File: src/rtl/control_riesgos.sv
// control_riesgos
// Hazard and stall controller for a 5-stage MIPS pipeline (IF/ID/EX/MEM/WB).
// Drives the enable/flush pins of the pipeline registers, the PC redirect select
// and the rs/rt forwarding selects. It handles load-use bubbles, EX-resolved
// branch/jr redirects and multi-cycle data-memory waits with a timeout.
//
// Ports
//   clk, reset                    clock (rising edge), async active-high reset
//   id_rs, id_rt, id_uses_rt      source operands of the instruction in ID
//   ex_mem_read, ex_write_reg     lw in EX and its destination
//   ex_redirect                   taken branch / jr resolved in EX
//   mem_reg_write, mem_write_reg  MEM-stage register write
//   mem_access, dmem_ack          MEM-stage lw/sw and data-memory done pulse
//   wb_reg_write, wb_write_reg    WB-stage register write
//   pc_en, pc_sel                 PC load enable / take EX redirect target
//   if_id_en, if_id_flush         IF/ID enable / load NOP
//   id_ex_flush                   ID/EX loads NOP
//   ex_mem_en                     ID/EX and EX/MEM enable
//   mem_wb_bubble                 MEM/WB loads control = 0
//   memAdelant_rs/rt              forward EX/MEM result to rs/rt
//   wbAdelant_rs/rt               forward MEM/WB data to rs/rt
//   mem_err                       sticky memory-timeout flag
//   stall_cycles                  saturating count of cycles with pc_en = 0
//
// state    | meaning
// RUN      | normal flow; memory wait > redirect > load-use evaluated here
// LOAD_USE | the single cycle after a load-use bubble; no second bubble
// MEM_WAIT | pipeline frozen waiting for dmem_ack or timeout
//
// Control outputs are decoded from state and the current inputs because a
// memory wait or a redirect has to act in the very cycle it is seen. They are
// forced to their reset values while reset is high.

module control_riesgos #(
    parameter int REG_W       = 5,
    parameter int MEM_TIMEOUT = 15,
    parameter int CNT_W       = 16
) (
    input  logic             clk,
    input  logic             reset,
    input  logic [REG_W-1:0] id_rs,
    input  logic [REG_W-1:0] id_rt,
    input  logic             id_uses_rt,
    input  logic             ex_mem_read,
    input  logic [REG_W-1:0] ex_write_reg,
    input  logic             ex_redirect,
    input  logic             mem_reg_write,
    input  logic [REG_W-1:0] mem_write_reg,
    input  logic             mem_access,
    input  logic             dmem_ack,
    input  logic             wb_reg_write,
    input  logic [REG_W-1:0] wb_write_reg,
    output logic             pc_en,
    output logic             pc_sel,
    output logic             if_id_en,
    output logic             if_id_flush,
    output logic             id_ex_flush,
    output logic             ex_mem_en,
    output logic             mem_wb_bubble,
    output logic             memAdelant_rs,
    output logic             memAdelant_rt,
    output logic             wbAdelant_rs,
    output logic             wbAdelant_rt,
    output logic             mem_err,
    output logic [CNT_W-1:0] stall_cycles
);

    typedef enum logic [1:0] {RUN, LOAD_USE, MEM_WAIT} state_t;

    state_t     state;
    state_t     state_nxt;
    logic [7:0] wait_cnt;      // down-counter, 0 = timeout reached
    logic       load_use;
    logic       mem_stall_req;
    logic       wait_done;
    logic       timeout;
    logic       mem_fwd_rs, mem_fwd_rt;

    assign load_use = ex_mem_read && (ex_write_reg != '0) &&
                      ((ex_write_reg == id_rs) || (id_uses_rt && (ex_write_reg == id_rt)));
    assign mem_stall_req = mem_access && !dmem_ack;
    assign wait_done     = dmem_ack || (wait_cnt == 8'd0);
    assign timeout       = (state == MEM_WAIT) && !dmem_ack && (wait_cnt == 8'd0);

    // Forwarding: register 0 never forwards, MEM has priority over WB.
    assign mem_fwd_rs = mem_reg_write && (mem_write_reg == id_rs) && (id_rs != '0);
    assign mem_fwd_rt = mem_reg_write && (mem_write_reg == id_rt) && (id_rt != '0);
    assign memAdelant_rs = !reset && mem_fwd_rs;
    assign memAdelant_rt = !reset && mem_fwd_rt;
    assign wbAdelant_rs  = !reset && !mem_fwd_rs && wb_reg_write &&
                           (wb_write_reg == id_rs) && (id_rs != '0);
    assign wbAdelant_rt  = !reset && !mem_fwd_rt && wb_reg_write &&
                           (wb_write_reg == id_rt) && (id_rt != '0);

    always_comb begin
        pc_en         = 1'b1;
        pc_sel        = 1'b0;
        if_id_en      = 1'b1;
        if_id_flush   = 1'b0;
        id_ex_flush   = 1'b0;
        ex_mem_en     = 1'b1;
        mem_wb_bubble = 1'b0;
        state_nxt     = RUN;

        // The release cycle of MEM_WAIT is evaluated like RUN, so a redirect
        // held by the frozen EX stage is serviced there.
        if (((state == MEM_WAIT) && !wait_done) ||
            ((state != MEM_WAIT) && mem_stall_req)) begin
            pc_en         = 1'b0;
            if_id_en      = 1'b0;
            ex_mem_en     = 1'b0;
            mem_wb_bubble = 1'b1;
            state_nxt     = MEM_WAIT;
        end else if (ex_redirect) begin
            pc_sel      = 1'b1;
            if_id_flush = 1'b1;
            id_ex_flush = 1'b1;
        end else if ((state != LOAD_USE) && load_use) begin
            pc_en       = 1'b0;
            if_id_en    = 1'b0;
            id_ex_flush = 1'b1;
            state_nxt   = LOAD_USE;
        end

        if (reset) begin
            pc_en         = 1'b0;
            pc_sel        = 1'b0;
            if_id_en      = 1'b0;
            if_id_flush   = 1'b1;
            id_ex_flush   = 1'b1;
            ex_mem_en     = 1'b0;
            mem_wb_bubble = 1'b1;
            state_nxt     = RUN;
        end
    end

    always_ff @(posedge clk or posedge reset) begin
        if (reset) begin
            state        <= RUN;
            wait_cnt     <= 8'd0;
            mem_err      <= 1'b0;
            stall_cycles <= '0;
        end else begin
            state <= state_nxt;
            // The entry cycle already counts as one frozen cycle.
            if (state != MEM_WAIT)
                wait_cnt <= 8'(MEM_TIMEOUT - 1);
            else if (wait_cnt != 8'd0)
                wait_cnt <= wait_cnt - 8'd1;
            if (timeout)
                mem_err <= 1'b1;
            if (!pc_en && (stall_cycles != '1))
                stall_cycles <= stall_cycles + 1'b1;
        end
    end

endmodule

File: config.mk
export PLATFORM = sky130hd
export DESIGN_NAME = control_riesgos
export DESIGN_NICKNAME = d
export VERILOG_FILES = /design/src/rtl/control_riesgos.sv
export SDC_FILE = /design/constraint.sdc
export NUM_CORES = 1
export LEC_CHECK = 0
export ABC_AREA = 0
export CORE_AREA = 2 2 70 72
export DETAILED_ROUTE_END_ITERATION = 10
export DIE_AREA = 0 0 72 74
export GPL_ROUTABILITY_DRIVEN = 1
export GPL_TIMING_DRIVEN = 0
export PLACE_DENSITY = 0.79
export SYNTH_ARGS = -nofsm -noshare
export SYNTH_HDL_FRONTEND = slang
export SYNTH_SLANG_ARGS = --single-unit
File: constraint.sdc
create_clock -name clk -period 2.5 [get_ports clk]
set_input_delay 0.5 -clock clk [delete_from_list [all_inputs] [get_ports clk]]
set_output_delay 0.5 -clock clk [all_outputs]
set_load 0.1 [all_outputs]
==> impl_metrics.tcl <==
set metrics [dict create \
    status "finished, violations left" \
    violations "negative setup slack" \
    cts.sinks 27 \
    cts_buffer_depth 2 \
    portBuffers 61 \
    grt_pass1_vias 1728 \
    wl_per_cell_um 14.5 \
    synth_area_leaders "dfrtp_1, xor2_1, xnor2_1" \
    gp_congestion 0.778 \
    initial_utilization_pct 39.1 \
    antenna_found_initial 0 \
    syn_area_per_cell_um2 9.37 \
    core_area_mm2 0.00460 \
    num_vias 1663 \
    synth_top_cell_area_share_pct 37.6 \
    startpoint "wait_cnt[1]" \
    drtAntennaViolNets 0 \
    irDropWorstVdd_mv 0.966 \
    cts_buffers 3 \
    ios 62 \
    worst_slew_pin_slew_ns 0.992 \
    cts_tree "yes" \
    p_leak_uw 0.00114 \
    maxCapViolCount 0 \
    cts_root_buf "clkbuf_8" \
    synthDistinctLibCells 40 \
    synth_fp_nets 228 \
    areaGrowthSynthToFinish_pct 60.8 \
    start_kind "register" \
    clk_latency_ns 0.27 \
    synth_top_area_cell "dfrtp_1" \
    min-delay-path-class "register to register" \
    seq_area_um2 681 \
    setup.worst_path.end "pc_en" \
    ctsHoldBuffers 0 \
    multi_input_area_mm2 0.00128 \
    synth_edf_count 0 \
    synth_ff_type "dfrtp_1" \
    clk_pin_slew_ns 0.09 \
    fin_cells 321 \
    timing.final.ws_setup_ns -0.271 \
    grt-ovfl-total 0 \
    max-slew-margin-rel_pct 33.6 \
    ff2ff_path_depth 10 \
    drive_above_1_share_pct 28.8 \
    syn_area_mm2 0.00180 \
    diodes 0 \
    drc 0 \
    drtPass1Iterations 4 \
    finalClockSkew_ns 0.00172 \
    fin_nets 304 \
    placed_area_mm2 0.00267 \
    ys_top_cells_by_count "dfrtp_1, xor2_1, xnor2_1" \
    critPathArrivalTime_ns 2.27 \
    cts.htree.levels 1 \
    fin_area_mm2 0.00289 \
    cellPowerDensity_mw_per_mm2 793 \
    synth-seq-cells 27 \
    setup_viol 7 \
    finalHoldViolCount 0 \
    period_needed_ns 2.77 \
    dieArea_mm2 0.00533 \
    slew_violations 0 \
    rsz0062_at_grt "true" \
    drt_iter0_markers 61 \
    grt.total_usage_pct 18.5 \
    r2r-start "wait_cnt[1]" \
    reg2reg_slack_ns 0.19 \
    async_flop_share_pct 100 \
    drt-total-wl_mm 4.66 \
    worst-setup-path-type "register to output pin" \
    seq_area_frac_synth_pct 37.6 \
    die_height_um 74 \
    synthCells 192 \
    endpoint_kind "output pin" \
    fmax_mhz 361 \
    place_inst 307 \
    cp.required_ns 2.00 \
    grt_pass1_wl_mm 7.84 \
    n_fill_cell 362 \
    yosysWarnings 0 \
    cp_max_fo 3 \
    timing.rr.end "stall_cycles[3]" \
    fin_setup_tns_ns -0.930 \
    period_share_pct 111 \
    die_x_um 72 \
    grt_max_degree 33 \
    viasPerCell 5.18 \
    dp_hpwl_mm 3.42 \
    rows 25 \
]
-- report_power, final --
group | total (uW) | leakage (uW) | internal (uW) | switching (uW)
sequential | 669 | 0.000317 | 541 | 129
clock | 249 | 0.0000255 | 112 | 137
combinational | 1380 | 0.000795 | 384 | 992
-- cell usage in the layout (no fill, tap or decap), types with 3 or more instances in the layout --
| master | n |
|---|---|
| dfrtp_1 | 23 |
| buf_12 | 10 |
| nand3_1 | 7 |
| buf_4 | 11 |
| clkdlybuf4s50_1 | 37 |
| nor2_4 | 3 |
| nand2_1 | 11 |
| nand4_1 | 7 |
| nor4_4 | 4 |
| dfrtp_2 | 4 |
| nor3_2 | 7 |
| nand2b_1 | 3 |
| clkbuf_8 | 3 |
| or3_1 | 3 |
| or4_4 | 3 |
| nor4_1 | 4 |
| dlygate4sd2_1 | 5 |
| nor2_1 | 12 |
| inv_1 | 4 |
| xor2_1 | 27 |
| buf_2 | 5 |
| nor3_1 | 3 |
| nor3_4 | 4 |
| nand2_2 | 3 |
| xnor2_1 | 22 |
-- final cells by class --
cell class	count	area share (%)
flip-flops and latches	27	23.5
clock inverters	1	0.173
repair buffers	72	25.8
well taps	54	2.33
clock buffers	3	1.43
multi-input cells	154	44.2
plain buffers	3	1.56
inverters	7	0.994
-- flip-flops by register name (all words and copies together) (netlist names) --
register and count:
state 2, mem_err 1, wait_cnt 8, stall_cycles 16
-- timing repair --
action / 4_1_cts / 5_1_grt
pin swaps: 8 / 5
buffers inserted: 9 / 2
gates resized for setup: 119 / 19
endpoints found under the setup margin: 12 / 17
hold endpoints to repair: 0 / 0
-- routing by layer --
metal  global-route usage, %  vias up  share of wire, %
li1                        -      826                 -
met1                    23.7      792                44
met2                    32.6       43                52
met3                    3.39        2               3.8
met4                    4.40        0              0.34
met5                       0        -                 0
-- stage by stage --
step	power (uW)	setup WS [ns]	utilization, %	hold slack [ns]
3_3_place_gp	2010	-1.59	58.0	0.442
6_report	2290	-0.271	62.9	0.467
5_1_grt	2410	-0.383	62.9	0.493
4_1_cts	2300	-0.288	62.2	0.473
3_5_place_dp	2020	-1.60	58.0	0.454
2_1_floorplan	1670	-0.506	-	0.437
-- how the worst min path moves through the flow --
stage | from | end | slack, ns | cells after the start
floorplan | reset | mem_err | 0.44 | 1
global placement | mem_err | mem_err | 0.44 | 1
detailed placement | mem_err | mem_err | 0.45 | 1
CTS | mem_err | mem_err | 0.47 | 1
global route | mem_err | mem_err | 0.49 | 1
finish | mem_err | mem_err | 0.47 | 1
-- logic make-up after synthesis --
group / count (synthesis) / synth area share (%)
and+or+nand+nor: 89 / 27.3
xor gates and xnor gates: 49 / 23.9
DFF: 27 / 37.6
AOI/OAI and AO/OA: 13 / 5.63
buffers and inverters: 11 / 3.41
adders and majority gates: 2 / 1.39
muxes: 1 / 0.834
-- worst max-delay path, cell delays in order (launching register included) --
cell	delay [ns]
dfrtp_1	0.41
inv_2	0.08
ha_4	0.13
or4b_4	0.48
nor3_4	0.19
o31ai_4	0.09
o21ba_4	0.27
buf_12	0.11
buf_12	0.09
buf_12	0.16
(Power assumes the default switching activity.)
